**src/rtl/axi_pkg.sv**
```systemverilog
// Shared AXI encodings, FSM state type and small helpers for the write slave.
package axi_pkg;

  localparam int unsigned LEN_W   = 8;
  localparam int unsigned SIZE_W  = 3;
  localparam int unsigned BURST_W = 2;
  localparam int unsigned RESP_W  = 2;

  localparam logic [BURST_W-1:0] BURST_FIXED = 2'd0;
  localparam logic [BURST_W-1:0] BURST_INCR  = 2'd1;
  localparam logic [BURST_W-1:0] BURST_WRAP  = 2'd2;
  localparam logic [BURST_W-1:0] BURST_RSVD  = 2'd3;

  localparam logic [RESP_W-1:0] RESP_OKAY   = 2'd0;
  localparam logic [RESP_W-1:0] RESP_SLVERR = 2'd2;

  typedef enum logic [1:0] {
    INIT = 2'd0,
    IDLE = 2'd1,
    DATA = 2'd2,
    RESP = 2'd3
  } wr_state_e;

  // WRAP bursts are only legal with 2, 4, 8 or 16 beats.
  function automatic logic wrap_len_ok(input logic [LEN_W-1:0] len);
    return (len == 8'd1) || (len == 8'd3) || (len == 8'd7) || (len == 8'd15);
  endfunction

endpackage

```
**src/rtl/axi_burst_addr_gen.sv**
```systemverilog
// Combinational next-beat address for FIXED / INCR / WRAP bursts.
module axi_burst_addr_gen
  import axi_pkg::*;
#(
  parameter int unsigned AW = 32
) (
  input  logic [AW-1:0]      cur_addr,
  input  logic [AW-1:0]      start_addr,
  input  logic [LEN_W-1:0]   len,
  input  logic [SIZE_W-1:0]  size,
  input  logic [BURST_W-1:0] burst,
  output logic [AW-1:0]      next_addr_c
);

  logic [AW-1:0] step;
  logic [AW-1:0] wrap_bytes;
  logic [AW-1:0] lower;
  logic [AW-1:0] incr_next;

  // Step to the following beat; WRAP folds back to the aligned window base.
  always_comb begin
    step        = AW'(1) << size;
    wrap_bytes  = (AW'(len) + AW'(1)) << size;
    lower       = start_addr & ~(wrap_bytes - AW'(1));
    incr_next   = cur_addr + step;
    next_addr_c = cur_addr;
    case (burst)
      BURST_FIXED: next_addr_c = cur_addr;
      BURST_WRAP:  next_addr_c = (incr_next >= (lower + wrap_bytes)) ? lower : incr_next;
      default:     next_addr_c = (cur_addr & ~(step - AW'(1))) + step;
    endcase
  end

endmodule

```
**src/rtl/axi_write_slave.sv**
```systemverilog
// AXI4 write slave: one burst at a time, per-beat SRAM write port, OKAY/SLVERR response.
module axi_write_slave
  import axi_pkg::*;
#(
  parameter int unsigned AW = 32,
  parameter int unsigned DW = 64
) (
  input  logic                axi_aclk,
  input  logic                axi_aresetn,
  input  logic [AW-1:0]       axi_awaddr,
  input  logic [LEN_W-1:0]    axi_awlen,
  input  logic [SIZE_W-1:0]   axi_awsize,
  input  logic [BURST_W-1:0]  axi_awburst,
  input  logic                axi_awvalid,
  output logic                axi_awready,
  input  logic [DW-1:0]       axi_wdata,
  input  logic [DW/8-1:0]     axi_wstrb,
  input  logic                axi_wlast,
  input  logic                axi_wvalid,
  output logic                axi_wready,
  output logic [RESP_W-1:0]   axi_bresp,
  output logic                axi_bvalid,
  input  logic                axi_bready,
  output logic                mem_we,
  output logic [AW-1:0]       mem_addr,
  output logic [DW-1:0]       mem_wdata,
  output logic [DW/8-1:0]     mem_wstrb
);

  localparam int unsigned SW       = DW / 8;
  localparam int unsigned SIZE_MAX = $clog2(SW);

  wr_state_e            state;
  logic [AW-1:0]        start_addr;
  logic [AW-1:0]        cur_addr;
  logic [LEN_W-1:0]     len_q;
  logic [SIZE_W-1:0]    size_q;
  logic [BURST_W-1:0]   burst_q;
  logic [LEN_W-1:0]     beat_cnt;
  logic                 err;

  logic [AW-1:0]        next_addr_c;
  logic                 beat_last_c;
  logic                 aw_err_c;
  logic                 last_mismatch_c;

  axi_burst_addr_gen #(.AW(AW)) u_addr_gen (
    .cur_addr    (cur_addr),
    .start_addr  (start_addr),
    .len         (len_q),
    .size        (size_q),
    .burst       (burst_q),
    .next_addr_c (next_addr_c)
  );

  // Burst legality at AW time and per-beat termination/marker checks.
  always_comb begin
    aw_err_c        = (axi_awburst == BURST_RSVD)
                    | (axi_awsize > SIZE_W'(SIZE_MAX))
                    | ((axi_awburst == BURST_WRAP) & ~wrap_len_ok(axi_awlen));
    beat_last_c     = (beat_cnt == len_q);
    last_mismatch_c = (axi_wlast != beat_last_c);
  end

  // Control FSM with all channel and memory-port outputs registered.
  always_ff @(posedge axi_aclk or negedge axi_aresetn) begin
    if (!axi_aresetn) begin
      state       <= INIT;
      axi_awready <= 1'b0;
      axi_wready  <= 1'b0;
      axi_bvalid  <= 1'b0;
      axi_bresp   <= RESP_OKAY;
      mem_we      <= 1'b0;
      mem_addr    <= '0;
      mem_wdata   <= '0;
      mem_wstrb   <= '0;
      start_addr  <= '0;
      cur_addr    <= '0;
      len_q       <= '0;
      size_q      <= '0;
      burst_q     <= '0;
      beat_cnt    <= '0;
      err         <= 1'b0;
    end else begin
      mem_we <= 1'b0;
      case (state)
        INIT: begin
          axi_awready <= 1'b1;
          state       <= IDLE;
        end
        IDLE: begin
          if (axi_awvalid && axi_awready) begin
            start_addr  <= axi_awaddr;
            cur_addr    <= axi_awaddr;
            len_q       <= axi_awlen;
            size_q      <= axi_awsize;
            burst_q     <= axi_awburst;
            beat_cnt    <= '0;
            err         <= aw_err_c;
            axi_awready <= 1'b0;
            axi_wready  <= 1'b1;
            state       <= DATA;
          end
        end
        DATA: begin
          if (axi_wvalid && axi_wready) begin
            mem_we    <= 1'b1;
            mem_addr  <= cur_addr;
            mem_wdata <= axi_wdata;
            mem_wstrb <= err ? '0 : axi_wstrb;
            beat_cnt  <= beat_cnt + LEN_W'(1);
            cur_addr  <= next_addr_c;
            if (last_mismatch_c) begin
              err <= 1'b1;
            end
            if (beat_last_c || axi_wlast) begin
              axi_wready <= 1'b0;
              axi_bvalid <= 1'b1;
              axi_bresp  <= (err || last_mismatch_c) ? RESP_SLVERR : RESP_OKAY;
              state      <= RESP;
            end
          end
        end
        RESP: begin
          if (axi_bvalid && axi_bready) begin
            axi_bvalid  <= 1'b0;
            axi_bresp   <= RESP_OKAY;
            axi_awready <= 1'b1;
            state       <= IDLE;
          end
        end
        default: state <= INIT;
      endcase
    end
  end

endmodule

```
**config.mk**
```make
export PLATFORM = sky130hd
export DESIGN_NAME = axi_write_slave
export DESIGN_NICKNAME = d
export VERILOG_FILES = /design/src/rtl/axi_pkg.sv /design/src/rtl/axi_burst_addr_gen.sv /design/src/rtl/axi_write_slave.sv
export SDC_FILE = /design/constraint.sdc
export NUM_CORES = 1
export LEC_CHECK = 0
export CELL_PAD_IN_SITES_DETAIL_PLACEMENT = 1
export CELL_PAD_IN_SITES_GLOBAL_PLACEMENT = 2
export CORE_UTILIZATION = 43
export CTS_BUF_LIST = sky130_fd_sc_hd__clkbuf_16
export CTS_CLUSTER_DIAMETER = 200
export DETAILED_ROUTE_END_ITERATION = 8
export DONT_BUFFER_PORTS = 1
export PLACE_DENSITY_LB_ADDON = 0.1
export SLEW_MARGIN = 20
export SYNTH_ARGS = -nofsm -noshare
export SYNTH_HDL_FRONTEND = slang
export SYNTH_SLANG_ARGS = --single-unit
```
**constraint.sdc**
```tcl
create_clock -name axi_aclk -period 13.6 [get_ports axi_aclk]
set_input_delay 2.72 -clock axi_aclk [delete_from_list [all_inputs] [get_ports axi_aclk]]
set_output_delay 2.72 -clock axi_aclk [all_outputs]
set_load 0.005 [all_outputs]
```
==> results_dict.tcl, run 1 <==
set metrics [dict create \
    ant_nets 0 \
    period_needed_ns 8.67 \
    path_common_cell "a21o_1" \
    critPathSlowestCell "dfrtp_1" \
    setup_violations 0 \
    cts_resized 0 \
    worst_pin_slew_ns 0.919 \
    synth-simple-area-share_pct 17.8 \
    vdd_drop_max_mv 0.0882 \
    clock-sinks 197 \
    n_fill_cell 3619 \
    finalMaxSlewViolations 0 \
    drt-total-wl_um 45300 \
    post-place-ws_ns 4.98 \
    final_util_pct 46.3 \
    hp-class "flip-flop to flip-flop" \
    yosysUniqueCellTypes 104 \
    die_x_um 181 \
    grt_max_degree 198 \
    drc 0 \
    wl_per_cell_um 24.7 \
    cpPeakStageDelay_ns 0.67 \
    cts_tree "done" \
    clock_latency_ns 0.47 \
    cp.required_ns 13.96 \
    area_growth_pct 6.04 \
    start_kind "flip-flop" \
    die_h_um 181 \
    endpoint_kind "flip-flop" \
    status "complete, no violations" \
    cts-htree-levels 4 \
    leakage_uw 0.00687 \
    fin_ws_ns 4.93 \
    rsz0062_at_grt "false" \
    slew_headroom_pct 37.1 \
    layout_common_cells "dfrtp_1 (197), mux2_2 (145), nand2_1 (133)" \
    final_common_cell "dfrtp_1" \
    ys_seq_elements 197 \
    finalHoldViolCount 0 \
    synth_edf_count 0 \
    synth_top_family_by_area "simple AND/OR/NAND/NOR gates" \
    cts_root_buf "clkbuf_16" \
    synth-compound-area-share_pct 17.3 \
    critPathKind "flip-flop to flip-flop" \
    drive_above_1_share_pct 17.6 \
    synth.yosys.seq_area_share_pct 35.7 \
    grt_pass1_wl_um 70300 \
    core_area_um2 31600 \
    avgSynthCellArea_um2 9.33 \
    cts_buffers 17 \
    fin_nets 1602 \
    vias_per_cell 6.12 \
    synth_mux_area_share_pct 12.8 \
    hpwl_um 33300 \
    syn_inst 1478 \
    die_area_um2 32800 \
    whs_ns 0.519 \
    syn-num-nets 1662 \
    critPathMaxFanout 33 \
    gp_congestion 0.871 \
    arrival_ns 9.03 \
    async_flop_share_pct 100 \
    fin_crit_sh_pct 63.7 \
    ys.flop_type "dfrtp_1" \
    pin_count 233 \
    vias 11200 \
    post_cts_buffers 0 \
    tns_ns 0 \
    track_usage_pct 28.1 \
    cap_viol_max_count 0 \
    drt-initial-drc-count 767 \
    gr-total-overflow 0 \
    clk_path_buf_depth 2 \
    antenna_found_initial 6 \
    skew_ns 0.0146 \
    syn_area_um2 13800 \
    grt_pass1_vias 11500 \
    placementRows 65 \
    clock.fmax_mhz 115 \
    synth_xor_area_share_pct 6.41 \
    worst_setup_hold_path_clk_slew_ns 0.09 \
    initial_core_util_pct 43.7 \
    hold_buffers 0 \
    power.density_nw_per_um2 76.8 \
    io_buffers 0 \
    ys_warn_count 0 \
    synth_adder_area_share_pct 5.66 \
    drt_pass1_iterations 4 \
]
## flip-flops by register name, indices dropped and copies added, names as in the netlist, 2 cells and up
register    flops
len_q           8
beat_cnt        8
state           2
start_addr     32
size_q          3
burst_q         2
mem_wdata      64
mem_addr       32
mem_wstrb       8
cur_addr       32
## Yosys cell counts (12+ instances only)
| cell type | count | share of area (%) |
|---|---|---|
| nand4_1 | 20 | 0.91 |
| o21ai_0 | 89 | 3.2 |
| dfrtp_1 | 197 | 36 |
| nand2_1 | 134 | 3.6 |
| buf_2 | 13 | 0.47 |
| nor3_1 | 28 | 1.0 |
| xnor2_1 | 52 | 3.3 |
| and3_1 | 36 | 1.6 |
| a31oi_1 | 19 | 0.86 |
| inv_1 | 39 | 1.1 |
| clkbuf_1 | 63 | 1.7 |
| a21o_1 | 25 | 1.4 |
| ha_1 | 60 | 5.4 |
| nand2b_1 | 18 | 0.82 |
| nand3_1 | 50 | 1.8 |
| mux2i_1 | 12 | 0.87 |
| nor2_1 | 84 | 2.3 |
| xor2_1 | 47 | 3.0 |
| and2_1 | 20 | 0.91 |
| mux2_2 | 145 | 12 |
| a21oi_1 | 82 | 3.0 |
| nor2b_1 | 15 | 0.68 |
## power by group
part	internal (uW)	switching, uW	total (uW)
registers	585	0.190	585
logic	0.915	0.780	1.70
clock network	250	285	536
total	837	286	1120
## kinds of logic (layout without fill, tap and decap cells)
family,count (synthesis),in the layout
and+or+nand+nor,469,469
AOI/OAI and AO/OA,355,355
DFF,197,197
muxes,158,158
buffers and inverters,136,89
xor gates and xnor gates,100,100
adders and majority gates,62,62
other,1,3
## through the flow
step	power, uW	instances	instance area [um2]
floorplan	599	1478	13800
global placement	599	1801	14000
detailed placement	599	1801	14000
CTS	1140	1833	14600
global route	1150	1835	14600
finish	1120	1835	14600
## critical path: cells and delay by family (launching register included)
| kind | cells | cell delay (ns) |
|---|---|---|
| AO/OA/AOI/OAI | 19 | 4.38 |
| XOR/XNOR | 2 | 0.39 |
| adder cells (fa/ha/maj) | 3 | 1.18 |
| buffers and inverters | 1 | 0.26 |
| flip-flops | 1 | 0.67 |
| AND/OR/NAND/NOR | 5 | 1.64 |
## layout make-up
type | count | area, um2 | share of cell area, %
Antenna cell | 2 | 5.00 | 0.0342
Clock buffer | 17 | 425 | 2.91
Clock inverter | 15 | 176 | 1.21
Inverter | 42 | 158 | 1.08
Multi-Input combinational cell | 1145 | 8310 | 56.8
Sequential cell | 197 | 4930 | 33.7
Tap cell | 402 | 503 | 3.44
Timing Repair Buffer | 15 | 113 | 0.770
## metal layers
| layer | global-route usage [%] | routed length [um] |
|---|---|---|
| met1 | 37.3 | 20500 |
| met2 | 46.6 | 21600 |
| met3 | 5.70 | 2400 |
| met4 | 7.05 | 774 |
| met5 | 0 | 0 |
## worst paths after layout
path                                  startpoint                   endpoint  slack (ns)  cells after the start
max                         len_q[0]$_DFFE_PN0P_   cur_addr[10]$_DFFE_PN0P_        4.93                     30
min                        size_q[0]$_DFFE_PN0P_      size_q[0]$_DFFE_PN0P_        0.52                      1
max reg2reg                 len_q[0]$_DFFE_PN0P_   cur_addr[10]$_DFFE_PN0P_        4.93                     30
min reg2reg                size_q[0]$_DFFE_PN0P_      size_q[0]$_DFFE_PN0P_        0.52                      1
max in group asynchronous            axi_aresetn  start_addr[7]$_DFFE_PN0P_       11.17                      0
min in group asynchronous            axi_aresetn   cur_addr[15]$_DFFE_PN0P_        1.94                      0
Power figures use the tool's default switching activity.
==> run 2: changes to the inputs <==
CORE_UTILIZATION = 36   (was 43)
clock period = 7 ns   (was 13.6 ns; I/O delays follow)
==> run 2 against run 1 <==
  * Wire length is 4.0% higher
  * Clock-buffer cell count stayed put
  * Maximum frequency is 29% higher
  * Register-to-register slack worse by 4.6 ns
  * Setup slack worse by 4.6 ns
  * Final area is 6.3% higher
  * Clock power is 100% higher
  * Hold slack worse by 0.013 ns
==> results_dict.tcl, run 2 (same netlist as run 1, synthesis figures left out) <==
set metrics [dict create \
    worst_setup_hold_path_clk_slew_ns 0.09 \
    arrival_ns 7.10 \
    vias_per_cell 5.68 \
    cts_buffers 17 \
    r2r_cells 31 \
    finalMaxSlewViolations 0 \
    cp_num_buf_inv 2 \
    r2r_slack_ns 0.29 \
    drt_pass1_iterations 7 \
    skew_ns 0.0177 \
    path_common_cell "a21o_1" \
    ant_nets 0 \
    drt-total-wl_um 47100 \
    drt-initial-drc-count 597 \
    cpLargestDelayFamily "compound AO/OA/AOI/OAI gates" \
    cpPeakStageDelay_ns 0.43 \
    clock-sinks 197 \
    clock_latency_ns 0.50 \
    hold_start "start_addr[31]$_DFFE_PN0P_" \
    cts_tree "done" \
    top_register "mem_wdata" \
    cts-htree-levels 4 \
    endpoint_kind "flip-flop" \
    hold_path_depth 1 \
    clock.fmax_mhz 149 \
    grt_max_degree 198 \
    grt_pass1_wl_um 72200 \
    wl_per_cell_um 23.5 \
    n_fill_cell 4294 \
    cp.required_ns 7.39 \
    start_kind "flip-flop" \
    dp_cells 1956 \
    drive_above_1_share_pct 23.3 \
    cap_viol_max_count 0 \
    die_x_um 198 \
    track_usage_pct 24.7 \
    worst_pin_slew_ns 0.810 \
    cts_root_buf "clkbuf_16" \
    fin_cells 2007 \
    die_area_um2 39100 \
    initial_core_util_pct 36.6 \
    final_common_cell "dfrtp_1" \
    io_buffers 0 \
    finalHoldViolCount 0 \
    fin_crit_sh_pct 95.9 \
    setup_violations 0 \
    critPathMaxFanout 24 \
    hp-class "flip-flop to flip-flop" \
    antenna_found_initial 3 \
    leakage_uw 0.00727 \
    status "complete, no violations" \
    p_total_uw 2210 \
    period_needed_ns 6.71 \
    critPathSlowestCell "dfrtp_1" \
    pin_count 233 \
    vdd_drop_max_mv 0.171 \
    die_h_um 198 \
    hpwl_um 34800 \
    critPathKind "flip-flop to flip-flop" \
    fin_nets 1664 \
    drc 0 \
    layout_common_cells "dfrtp_1 (193), mux2_2 (145), nand2_1 (131)" \
    slew_headroom_pct 46.0 \
    rr_startpoint "len_q[0]$_DFFE_PN0P_" \
    power.density_nw_per_um2 142 \
    largest_reg_flops 64 \
    gp_congestion 0.851 \
    placementRows 71 \
    vias 11400 \
    gr-total-overflow 0 \
    grt_pass1_vias 11900 \
    core_area_um2 37700 \
    r2r_end "cur_addr[8]$_DFFE_PN0P_" \
    whs_endpoint "start_addr[31]$_DFFE_PN0P_" \
    clk_path_buf_depth 2 \
    area_growth_pct 12.7 \
]
==> run 2: worst register-to-register path, delay by kind of cell (launching register included) <==
family          cells  cell delay, ns
xor+xnor            1            0.15
buf+inv             2            0.33
compound gates     15            2.93
fa+ha+maj           3            0.74
mux                 2            0.43
simple gates        8            1.60
flops               1            0.43
==> run 2: worst max-delay path by stage <==
stage / startpoint / endpoint / slack [ns] / cells past startpoint
finish: len_q[0]$_DFFE_PN0P_ / cur_addr[8]$_DFFE_PN0P_ / 0.29 / 31
global route: len_q[0]$_DFFE_PN0P_ / cur_addr[8]$_DFFE_PN0P_ / -0.05 / 31
floorplan: len_q[0]$_DFFE_PN0P_ / cur_addr[20]$_DFFE_PN0P_ / 0.34 / 34
global placement: len_q[0]$_DFFE_PN0P_ / cur_addr[10]$_DFFE_PN0P_ / 0.08 / 32
detailed placement: len_q[0]$_DFFE_PN0P_ / cur_addr[10]$_DFFE_PN0P_ / -0.03 / 30
CTS: len_q[3]$_DFFE_PN0P_ / cur_addr[10]$_DFFE_PN0P_ / 0.02 / 31
==> run 2: cell type report <==
type                            count  area (um2)  area share (%)
Multi-Input combinational cell   1145        8530            54.9
Sequential cell                   197        4930            31.7
Timing Repair Buffer               77         643            4.14
Tap cell                          511         639            4.11
Clock buffer                       17         425            2.74
Clock inverter                     15         204            1.31
Inverter                           42         158            1.01
Antenna cell                        3        7.51          0.0483
==> run 2: through the flow <==
stage               hold slack [ns]  area [um2]  util, %  setup TNS (ns)  setup slack (ns)
detailed placement            0.489       14500     38.6         -0.0333           -0.0333
global route                  0.523       15500     41.3          -0.266           -0.0474
floorplan                     0.471       13800        -               0             0.341
CTS                           0.510       15200     40.3               0            0.0164
finish                        0.506       15500     41.3               0             0.289
global placement              0.478       14500     38.6               0            0.0794
==> run 2: power breakdown <==
group / total, uW / switching [uW] / internal, uW
Clock: 1070 / 552 / 521
Combinational: 3.53 / 1.74 / 1.78
Sequential: 1140 / 0.349 / 1140
==> run 2: what timing repair did <==
action | 4_1_cts | 5_1_grt
pin swaps | 0 | 25
hold buffers | 0 | 0
gates resized for setup | 4 | 52
endpoints found under the hold margin | 0 | 0
endpoints found under the setup margin | 6 | 32
setup buffers | 0 | 16
==> run 2: layer usage <==
layer  wire (um)  global-route usage (%)  vias to the layer above  share of wire, %
met5           0                       0                        -                 0
met2       21600                    39.2                      246                46
li1            -                       -                     5358                 -
met4         923                    7.78                        0               2.0
met3        2500                    5.69                       44               5.3
met1       22000                    33.1                     5748                47
==> run 3: changes to the inputs <==
ABC_AREA = 1   (was unset)
CORE_UTILIZATION = 32   (was 36)
==> run 3 against run 2 <==
  * Clock skew fell by 0.00098 ns
  * Non-clock buffer count is 62 lower
  * Wire length increased by 12%
  * First-iteration DRC count is 14% higher
  * Via count increased by 17%
  * Sequential power is 4% higher
  * Total power is 1.9% higher
  * Clock power decreased by 4%
  * Area after synthesis increased by 2.8%
  * Die area is 16% higher
  * Hold slack lost 0.0087 ns
  * Critical endpoint is now cur_addr[14]$_DFFE_PN0P_
  * Highest routed layer unchanged
==> results_dict.tcl, run 3 <==
set metrics [dict create \
    ant_nets 0 \
    cts_buffers 17 \
    die_x_um 212 \
    gp_congestion 0.893 \
    leakage_uw 0.00760 \
    initial_core_util_pct 32.7 \
    status "complete, no violations" \
    critPathMaxFanout 37 \
    placementRows 76 \
    vias_per_cell 5.07 \
    gr-total-overflow 0 \
    ys_warn_count 0 \
    dpl_cell_area_um2 14700 \
    clock-sinks 197 \
    yosysUniqueCellTypes 53 \
    power.density_nw_per_um2 147 \
    core_area_um2 43400 \
    finalMaxSlewViolations 0 \
    antenna_found_initial 0 \
    avgSynthCellArea_um2 6.86 \
    clock_latency_ns 0.49 \
    endpoint_kind "flip-flop" \
    die_area_um2 45200 \
    fin_area_um2 15400 \
    fin_nets 2214 \
    cap_viol_max_count 0 \
    rsz0062_at_grt "false" \
    slew_headroom_pct 37.5 \
    setup_violations 0 \
    largest_reg_flops 64 \
    arrival_ns 6.81 \
    grt_max_degree 198 \
    pin_count 233 \
    layout_common_cells "nand2_1 (643), inv_1 (228), dfrtp_1 (196)" \
    drt-total-wl_um 52500 \
    async_flop_share_pct 100 \
    final_common_cell "nand2_1" \
    hp-class "flip-flop to flip-flop" \
    grt_pass1_vias 13800 \
    drt-initial-drc-count 678 \
    n_fill_cell 5574 \
    io_buffers 0 \
    drc 0 \
    wl_per_cell_um 20.0 \
    path_common_cell "nand2_1" \
    diodes 0 \
    clock.fmax_mhz 155 \
    hpwl_um 41700 \
    drt_pass1_iterations 7 \
    ys.flop_type "dfrtp_1" \
    cts-htree-levels 4 \
    start_kind "flip-flop" \
    syn_inst 2067 \
    skew_ns 0.0168 \
    vias 13300 \
    track_usage_pct 24.3 \
    period_needed_ns 6.45 \
    critPathKind "flip-flop to flip-flop" \
    yosysTopAreaCellShare_pct 34.8 \
    drive_above_1_share_pct 8.42 \
    die_h_um 212 \
    cp.required_ns 7.35 \
    tns_ns 0 \
    synth_common_cells "nand2_1 (643), inv_1 (230), dfrtp_1 (197)" \
    critPathSlowestCell "dfrtp_2" \
    syn_area_um2 14200 \
    cpPeakStageDelay_ns 0.46 \
    seq_area_um2 4930 \
    cts_tree "done" \
    ys_seq_elements 197 \
    synth.yosys.seq_area_share_pct 34.8 \
    finalHoldViolCount 0 \
    grt_pass1_wl_um 82200 \
    cts_root_buf "clkbuf_16" \
    fin_crit_sh_pct 92.2 \
    yosysTopAreaCell "dfrtp_1" \
    worst_setup_hold_path_clk_slew_ns 0.08 \
    clk_path_buf_depth 2 \
    syn-num-nets 2251 \
    top_register "mem_wdata" \
    synth_most_common_cell "nand2_1" \
    worst_pin_slew_ns 0.938 \
    area_growth_pct 8.34 \
    vdd_drop_max_mv 0.180 \
    ys_top_cells_by_area "dfrtp_1 (35%), nand2_1 (17%), nand3_1 (6.6%), inv_1 (6.1%), o21ai_0 (5.8%)" \
    synth_edf_count 0 \
    multiInputGateArea_um2 8060 \
]
[run 3: changes by cell type in the layout (fill, tap and decap cells not counted), moves of 20 or more]
cell,delta
nand2_1,+512
inv_1,+190
nand3_1,+139
mux2_2,-138
o21ai_0,+79
buf_4,-54
xnor2_1,-43
nand2_2,+40
and3_1,-32
nor2_1,+31
a21oi_1,+29
a21o_1,-24
and2_1,-20
[run 3: worst max-delay path: cells and delay by family (launching register included)]
family,cells,cell delay (ns)
simple gates,22,3.01
flops,1,0.46
buf+inv,9,0.97
fa+ha+maj,4,1.20
compound gates,4,0.63
[run 3: logic make-up after synthesis]
family | share of synthesized area, %
muxes | 0.556
AOI/OAI and AO/OA | 12.2
buffers and inverters | 8.58
xor gates and xnor gates | 3.58
DFF | 34.8
adders and majority gates | 5.44
other | 0.0264
and+or+nand+nor | 34.8
[run 3: power breakdown]
part           switching (uW)  leakage (uW)  internal (uW)  total (uW)
Sequential               27.4       0.00239           1170        1190
Clock                     519      0.000288            506        1030
Combinational            24.3       0.00492           12.8        37.1
[run 3: cell type report]
cell class	count	area share, %
Multi-Input combinational cell	1558	52.5
Sequential cell	197	32.1
Inverter	241	5.96
Tap cell	585	4.77
Clock buffer	17	2.77
Clock inverter	15	1.07
Timing Repair Buffer	15	0.839
[run 3: what timing repair did]
action | CTS | global route
buffers inserted | 0 | 2
setup endpoints to repair | 0 | 13
hold buffers | 0 | 0
resized for setup | 0 | 6
[run 3: final timing paths]
path                                                   end                       start  cells past startpoint  slack, ns
worst max-delay path              cur_addr[14]$_DFFE_PN0P_        len_q[0]$_DFFE_PN0P_                     39       0.55
worst max register to register    cur_addr[14]$_DFFE_PN0P_        len_q[0]$_DFFE_PN0P_                     39       0.55
min in group asynchronous        mem_wdata[24]$_DFFE_PN0P_                 axi_aresetn                      0       0.60
max in group asynchronous       start_addr[17]$_DFFE_PN0P_                 axi_aresetn                      0       6.10
worst min-delay path            start_addr[31]$_DFFE_PN0P_  start_addr[31]$_DFFE_PN0P_                      2       0.50
worst min register to register  start_addr[31]$_DFFE_PN0P_  start_addr[31]$_DFFE_PN0P_                      2       0.50
[run 3: per-layer routing]
layer	GRT usage, %	vias up	wire length (um)
li1	-	6603	-
met1	34.3	6403	25900
met2	37.0	282	22800
met3	4.99	43	2890
met4	7.12	0	981
met5	0	-	0
[run 3: per-stage QoR]
step	setup slack, ns	instances	hold WS, ns	util, %	total power, uW
after global routing	0.000416	2628	0.527	35.4	2340
after detailed placement	0.341	2594	0.478	34.0	1250
after floorplan	1.62	2067	0.446	-	1230
final	0.546	2628	0.497	35.4	2260
after global placement	0.486	2594	0.471	34.0	1250
after CTS	0.308	2626	0.496	35.4	2300
